==> config.mk <==
export PLATFORM = sky130hd
export DESIGN_NAME = scheme_player
export DESIGN_NICKNAME = d
export VERILOG_FILES = /design/src/rtl/scheme_player.sv
export SDC_FILE = /design/constraint.sdc
export NUM_CORES = 1
export LEC_CHECK = 0
export CORE_ASPECT_RATIO = 1.25
export CORE_MARGIN = 1.5
export CORE_UTILIZATION = 37
export CTS_BUF_LIST = sky130_fd_sc_hd__clkbuf_8
export DETAILED_ROUTE_END_ITERATION = 16
export PLACE_DENSITY = 0.68
export SLEW_MARGIN = 10
export SYNTH_ARGS = -nofsm -noshare
export SYNTH_HDL_FRONTEND = slang
export SYNTH_SLANG_ARGS = --single-unit
==> constraint.sdc <==
create_clock -name clock -period 4 [get_ports clock]
set_input_delay 1 -clock clock [delete_from_list [all_inputs] [get_ports clock]]
set_output_delay 1 -clock clock [all_outputs]
set_load 0.005 [all_outputs]
==> src/rtl/scheme_player.sv <==
// Stores the latest flag and 48-bit scheme seen from the demodulator and, on a
// trigger frame, plays the scheme MSB-first as a timed per-bit modulation select.
module scheme_player #(
    parameter int BIT_TICKS = 50
) (
    input  logic        clock,
    input  logic        reset,
    input  logic [1:0]  ord,
    input  logic [1:0]  ctg,
    input  logic [7:0]  cur_flag,
    input  logic [47:0] cur_scheme,
    output logic        working,
    output logic        mod_en,
    output logic        mod_bit,
    output logic [5:0]  bit_idx,
    output logic        done,
    output logic        ready
);

    typedef enum logic [1:0] {
        IDLE  = 2'd0,
        READY = 2'd1,
        PLAY  = 2'd2,
        DONE  = 2'd3
    } state_t;

    localparam logic [1:0]  CTG_TRIGGER = 2'b01;
    localparam logic [1:0]  CTG_FLAG    = 2'b10;
    localparam logic [1:0]  CTG_SCHEME  = 2'b11;
    localparam logic [15:0] PRESC_MAX   = 16'(BIT_TICKS - 1);

    state_t       state, state_nx;
    logic [1:0]   ord_prev;
    logic [7:0]   flag_r, flag_nx;
    logic [47:0]  sched_r, sched_nx;
    logic [15:0]  presc_q, presc_nx;
    logic [5:0]   unit_q, unit_nx;
    logic [1:0]   pass_q, pass_nx;
    logic [5:0]   idx_q, idx_nx;
    logic         bit_q, bit_nx;
    logic         working_q;

    logic         event_seen;
    logic [6:0]   period;
    logic [2:0]   passes;
    logic         presc_last;
    logic         unit_last;
    logic         pass_last;

    // One frame per change of the demodulator counter, in any state.
    assign event_seen = (ord != ord_prev);
    assign period     = {1'b0, flag_r[5:0]} + 7'd1;
    assign passes     = {1'b0, flag_r[7:6]} + 3'd1;
    assign presc_last = (presc_q == PRESC_MAX);
    assign unit_last  = ({1'b0, unit_q} == (period - 7'd1));
    assign pass_last  = ({1'b0, pass_q} == (passes - 3'd1));

    always_comb begin
        state_nx = state;
        flag_nx  = flag_r;
        sched_nx = sched_r;
        presc_nx = presc_q;
        unit_nx  = unit_q;
        pass_nx  = pass_q;
        idx_nx   = idx_q;
        bit_nx   = bit_q;
        case (state)
            IDLE: begin
                if (event_seen) begin
                    if (ctg == CTG_FLAG) begin
                        flag_nx = cur_flag;
                    end else if (ctg == CTG_SCHEME) begin
                        sched_nx = cur_scheme;
                        state_nx = READY;
                    end
                end
            end
            READY: begin
                if (event_seen) begin
                    if (ctg == CTG_FLAG) begin
                        flag_nx = cur_flag;
                    end else if (ctg == CTG_SCHEME) begin
                        sched_nx = cur_scheme;
                    end else if (ctg == CTG_TRIGGER) begin
                        state_nx = PLAY;
                        presc_nx = 16'd0;
                        unit_nx  = 6'd0;
                        pass_nx  = 2'd0;
                        idx_nx   = 6'd47;
                        bit_nx   = sched_r[47];
                    end
                end
            end
            PLAY: begin
                // Events are deliberately ignored here; flag and scheme stay frozen.
                presc_nx = presc_q + 16'd1;
                if (presc_last) begin
                    presc_nx = 16'd0;
                    unit_nx  = unit_q + 6'd1;
                    if (unit_last) begin
                        unit_nx = 6'd0;
                        if (idx_q != 6'd0) begin
                            idx_nx = idx_q - 6'd1;
                            bit_nx = sched_r[idx_q - 6'd1];
                        end else if (!pass_last) begin
                            pass_nx = pass_q + 2'd1;
                            idx_nx  = 6'd47;
                            bit_nx  = sched_r[47];
                        end else begin
                            state_nx = DONE;
                            idx_nx   = 6'd0;
                            bit_nx   = 1'b0;
                        end
                    end
                end
            end
            DONE: begin
                state_nx = READY;
                idx_nx   = 6'd0;
                bit_nx   = 1'b0;
            end
            default: begin
                state_nx = IDLE;
            end
        endcase
    end

    always_ff @(posedge clock or posedge reset) begin
        if (reset) begin
            state     <= IDLE;
            ord_prev  <= 2'd0;
            flag_r    <= 8'd0;
            sched_r   <= 48'd0;
            presc_q   <= 16'd0;
            unit_q    <= 6'd0;
            pass_q    <= 2'd0;
            idx_q     <= 6'd0;
            bit_q     <= 1'b0;
            working_q <= 1'b0;
        end else begin
            state     <= state_nx;
            ord_prev  <= ord;
            flag_r    <= flag_nx;
            sched_r   <= sched_nx;
            presc_q   <= presc_nx;
            unit_q    <= unit_nx;
            pass_q    <= pass_nx;
            idx_q     <= idx_nx;
            bit_q     <= bit_nx;
            working_q <= (state_nx == PLAY);
        end
    end

    assign working = working_q;
    assign mod_en  = working_q;
    assign mod_bit = bit_q;
    assign bit_idx = idx_q;
    assign done    = (state == DONE);
    assign ready   = (state == READY);

endmodule

# Yosys cells after proc, flatten, opt, wreduce, memory -nomap -nowiden
# Cells that the tools add are included.
# word_totals
ff_bits	92
out_inout_bits	11
in_bits	62
wordCells	104
# op_classes
n_bitwise	1
reduce_logical	11
order_cmp	1
eq_ne	19
muxes	54
addsub	8
# op_table
operator	count
6-bit two-way mux	14
16-bit two-way mux	5
2-bit two-way mux	19
16-bit case mux with 2 select lines	1
6-bit case mux with 3 select lines	1
16-bit by 1-bit adder with 16-bit output (second input constant)	1
16-bit by 6-bit equality test with 1-bit output (second input constant)	1
2-bit != test (second input constant)	6
6-bit case mux with 2 select lines	1
2-bit equality test (second input constant)	5
1-bit two-way mux	9
9-bit AND reduction	1
2-bit case mux with 4 select lines	1
6-bit by 1-bit adder with 7-bit output (second input constant)	1
6-bit by 7-bit equality test with 1-bit output	1
6-bit by 7-bit < comparator with 1-bit output (second input constant)	1
7-bit AND reduction	1
7-bit by 1-bit subtractor with 7-bit output (second input constant)	1
6-bit by 1-bit adder with 6-bit output (second input constant)	1
1-bit binary-select mux with 6-bit select	1
6-bit AND reduction	1
6-bit nonzero test	1
6-bit by 1-bit subtractor with 6-bit output (second input constant)	1
5-bit AND reduction	1
other kinds (16)	18

# Longest topological paths before layout
# logic_depth
depth_word	9
mapped_depth	11
ltp_nobuf	8

# Worst setup path before layout
# OpenSTA, ideal clock, no wires.
# synth_path
path_kind	reg-to-reg
from	register idx_q[0] (netlist: bit_idx[0])
to	register bit_q (netlist: mod_bit)
path_stages_with_launch	10
setup_time_ps	134
t_required_ps	3866
synth_period_minus_slack_ps	2933
t_arrival_ps	2799
path_slack_ps	1067
cell_sequence	dfrtp_1 buf_2 clkbuf_1 inv_1 ha_1 buf_1 mux4_2 mux4_2 o211ai_1 a31oi_1
# synth_between
elab_chain_len	7
elab_cells_between_ends	8
# synth_lines
item	line_no	text
start, declared	39	logic [5:0] idx_q, idx_nx;
start signal, assigned	148	idx_q <= idx_nx;
6-bit by 1-bit subtractor with 6-bit output	104	bit_nx = sched_r[idx_q - 6'd1];
1-bit binary-select mux with 6-bit select	104	
1-bit two-way mux (implied by the code)	104	
1-bit two-way mux (*)	102	if (idx_q != 6'd0) begin
1-bit two-way mux (*)	100	if (unit_last) begin
1-bit two-way mux (*)	97	if (presc_last) begin
1-bit case mux with 3 select lines (*)	67	case (state)
end signal, assigned	149	bit_q <= bit_nx;
end, declared	40	logic bit_q, bit_nx;
# Mark *: on every way between the ends. The rest lies on a longest branch, timed or not. The select of a mux whose other input is x is not followed.
# A chain may end at the register's enable or synchronous reset.

# Worst setup path in the final report
# layout_path
from	input ord[1]
to	register presc_q[5]
# layout_between
elab_chain_len	3
# layout_lines
item	line_no	text
start, declared	8	input logic [1:0] ord,
2-bit != test	51	assign event_seen = (ord != ord_prev);
2-bit by 1-bit != test with 1-bit output (no line)	--	
5-bit AND reduction (no line)	--	
end signal, assigned	145	presc_q <= presc_nx;
end, declared	36	logic [15:0] presc_q, presc_nx;
# No other way between the ends.

==> summary.md <==
| Metric | Value |
|---|---|
| Fill cells | `1174` |
| EDFF count, synth | `0` |
| Psw | `around 0.37 mW` |
| Critical-path maximum fanout | `12` |
| Gp weighted congestion | `approximately 0.84` |
| Synthesized area | `approximately 0.0047 mm2` |
| Postcts setup bufs | `0` |
| Post-cts sizing count | `0` |
| Ys Warns | `0` |
| Hold buffers post-CTS | `0` |
| Syn nets | `between 400 and 500` |
| RSZ-0062 raised after global routing | `false` |
| Vias | `between 3k and 4k` |
| Hold WC Path Type | `reg2reg` |
| Cells after Synth | `approximately 400` |
| Worst-Margin Slew | `0.8098 ns` |
| Row cnt | `46` |
| Clock share of power | `40.9%` |
| WHS Endpoint | `sched_r[1]` |
| Full die area | `roughly 0.013 mm2` |
| DR iter-0 viols | `160` |
| Max-cap violation count | `0` |
| Total Wirelength | `between 10000 and 15000 um` |
| PortBufs | `72` |
| Maximum vdd drop | `between 0.00015 and 0.0002 V` |
| Pins Over Slew Limit | `0` |
| Crit. End Element | `register` |
| Gr ovfl total | `0` |
| Hold Vio Cnt, Final | `0` |
| First-pass GRT wire length | `17340 um` |
| Drt first pass iters | `4` |
| Hold path start | `sched_r[1]` |
| Register area share after synthesis | `48.61%` |
| Met1 WL | `4147 um` |
| Root Driver | `clkbuf_8` |
| Sequential share of power | `a little over half` |
| Crit Reg-Reg Endpoint | `unit_q[4]` |
| Synthesis-to-finish area growth | `23.65%` |
| Initial Utilization | `roughly 38%` |
| Die X | `~100 um` |
| Post-Place Cells | `632` |
| Clk Latency, worst-skew pair | `0.37 ns` |
| Met3 wire len | `409 um` |
| Antenna Cells | `0` |
| Syn Area/Cell | `11.69 um2` |
| Post-layout minimum cycle time | `about 2.9 ns` |
| Period Utilization, post-route | `72.41%` |
| Reg clk slew, reported paths | `around 0.090 ns` |
| Setup TNS | `0 ns` |
| Power Total | `approximately 1.7 mW` |
| Core Util, Final | `a little under half` |
| Num CTS Buffers | `9` |
| Post-DP HPWL | `~7600 um` |
| Die span in y | `129.5 um` |
| Final Setup Violations | `0` |
| Reg2reg path depth | `7` |
| Power Density | `approximately 300 mW/mm2` |
| Synth Register Bits | `92` |
| Critical Path AT | `roughly 3.2 ns` |
| CP Launch Type | `primary input` |
| Main synth FF type | `dfrtp_1` |
| Share of layout cells above drive strength 1 | `21.04%` |
| Nets | `approximately 550` |
| Int Pwr | `around 1.4 mW` |
| F_max | `345.2 MHz` |
| Hold path cells | `1` |
| Comb power frac | `a little over 5%` |
| Sw frac | `between 20% and 30%` |
| CTS tree | `yes` |
| CTS H-Tree Depth | `3` |
| Vias per cell | `5.235` |
| Sink Count | `92` |
| Global-route usage over all layers | `between 15 and 20%` |
| Synth unique cells | `between 50 and 60` |
| # DRC | `0` |
| Relative max-transition margin | `45.65%` |
| Leakage | `roughly 2.7 nW` |
| Status | `completed` |
| Vias in the first global route | `roughly 3.6k` |
| Pin count of the biggest net entering global routing | `between 90 and 100` |
| Data required, critical path | `roughly 4.3 ns` |
| Flop-to-flop setup slack | `about 1.4 ns` |
| Antenna Nets Post-Route | `0` |
| CP Class | `in2reg` |
| Wirelength per Cell | `approximately 16 um` |
| Core region area | `roughly 0.013 mm2` |
| Async SR Flop Fraction | `100.0%` |
| Clock Skew | `~0.015 ns` |
| Ports | `73` |
| Maximum clock insertion buffer count | `2` |
| Reg2reg start | `presc_q[0]` |
| WL met2 | `5397 um` |
| DR top layer | `met4` |
| Initial antenna violation count | `0` |
| Non-filler cells, final | `648` |
## layout make-up
type	count	area, um2	area share, %
Timing Repair Buffer	76	763.2	13.03
Multi-Input combinational cell	282	2302	39.32
Sequential cell	92	2302	39.32
Inverter	14	53.80	0.9188
Clock inverter	6	86.33	1.474
Tap cell	168	210.2	3.590
Clock buffer	10	137.6	2.350
## layout by cell type (no fill, tap or decap), drive strengths merged, types with 2 or more instances in the layout
cell type / count
inv: 16
and4b: 2
nand3: 11
nand2: 24
nand4: 4
xor2: 14
clkinv: 2
nand2b: 2
xnor2: 10
nor3: 7
bufinv: 2
a21oi: 15
clkbuf: 10
or2: 2
clkdlybuf4s50: 72
or4: 3
ha: 9
nor2: 31
mux4: 12
mux2: 60
o22ai: 3
o211ai: 5
mux2i: 4
and3: 4
nor3b: 2
o21ai: 21
o41ai: 3
o2bb2ai: 2
buf: 4
o31ai: 4
nor4: 2
or3: 6
dfrtp: 92
o211a: 2
a211oi: 2
and2: 2
## cell families after synthesis
| family | synth area share [%] |
|---|---|
| AO/OA/AOI/OAI | 9.591 |
| XOR/XNOR | 4.439 |
| adder cells (fa/ha/maj) | 2.378 |
| buffers and inverters | 2.774 |
| flip-flops | 48.61 |
| multiplexers | 20.82 |
| AND/OR/NAND/NOR | 11.39 |
## how the worst max path moves through the flow
stage | from | to | slack (ns)
floorplan | reset | bit_idx[0] | 0.61
global placement | ord[1] | pass_q[0] | 0.63
detailed placement | ord[1] | presc_q[5] | 0.54
CTS | ord[1] | pass_q[0] | 0.92
global route | ord[1] | presc_q[5] | 0.87
finish | ord[1] | presc_q[5] | 1.10
## synthesized netlist by cell type, drive strengths merged, types with 2 or more instances
cell type,count,area [um2]
and4b,2,20.02
mux4,12,270.3
nand4,4,25.02
dfrtp,92,2302
mux2,60,675.7
nand2,24,90.09
nand2b,2,12.51
clkbuf,9,33.78
a211oi,2,15.01
inv,14,52.55
o211a,2,27.53
and3,4,25.02
nor4,2,12.51
o21ai,21,105.1
or4,3,26.27
a21oi,15,78.83
mux2i,4,40.04
or2,2,12.51
o41ai,3,45.05
and2,2,12.51
xnor2,10,87.58
nand3,11,55.05
nor3b,2,15.01
ha,9,112.6
o22ai,3,25.02
xor2,14,122.6
nor3,7,35.03
or3,6,37.54
nor2,31,116.4
buf,8,45.04
o2bb2ai,2,17.52
o211ai,5,37.54
o31ai,4,30.03
## through the flow
step	hold WS, ns	setup WS (ns)	area [um2]
after floorplan	0.4739	0.6080	4736
after global placement	0.4825	0.6314	5632
after detailed placement	0.4917	0.5387	5632
after CTS	0.5127	0.9178	5856
after global routing	0.5273	0.8721	5856
final	0.5074	1.103	5856
## state kept, by name, indices dropped and copies added, names as in the netlist
signal	cells
sched_r	48
ord_prev	2
mod_bit	1
state	2
pass_q	2
bit_idx	6
unit_q	6
mod_en	1
presc_q	16
flag_r	8
## layer usage
layer	track usage (%)	vias to the layer above
met5	0	-
met4	7.761	0
met3	3.421	22
met2	29.84	74
met1	17.92	1692
li1	-	1604
## critical path, cell delays in order
cell             delay [ns]
clkdlybuf4s50_1        0.50
xor2_1                 0.31
o211a_1                0.31
o21ai_1                0.28
or2_2                  0.43
o41ai_1                0.33
## power groups by stage
stage | sequential (mW) | combinational, mW | clock (mW)
floorplan | 0.949 | 0.0193 | 0
global placement | 0.949 | 0.0890 | 0
global route | 0.931 | 0.0976 | 0.763
detailed placement | 0.949 | 0.0904 | 0
finish | 0.931 | 0.0880 | 0.704
CTS | 0.931 | 0.0906 | 0.722
(Power assumes the default switching activity.)
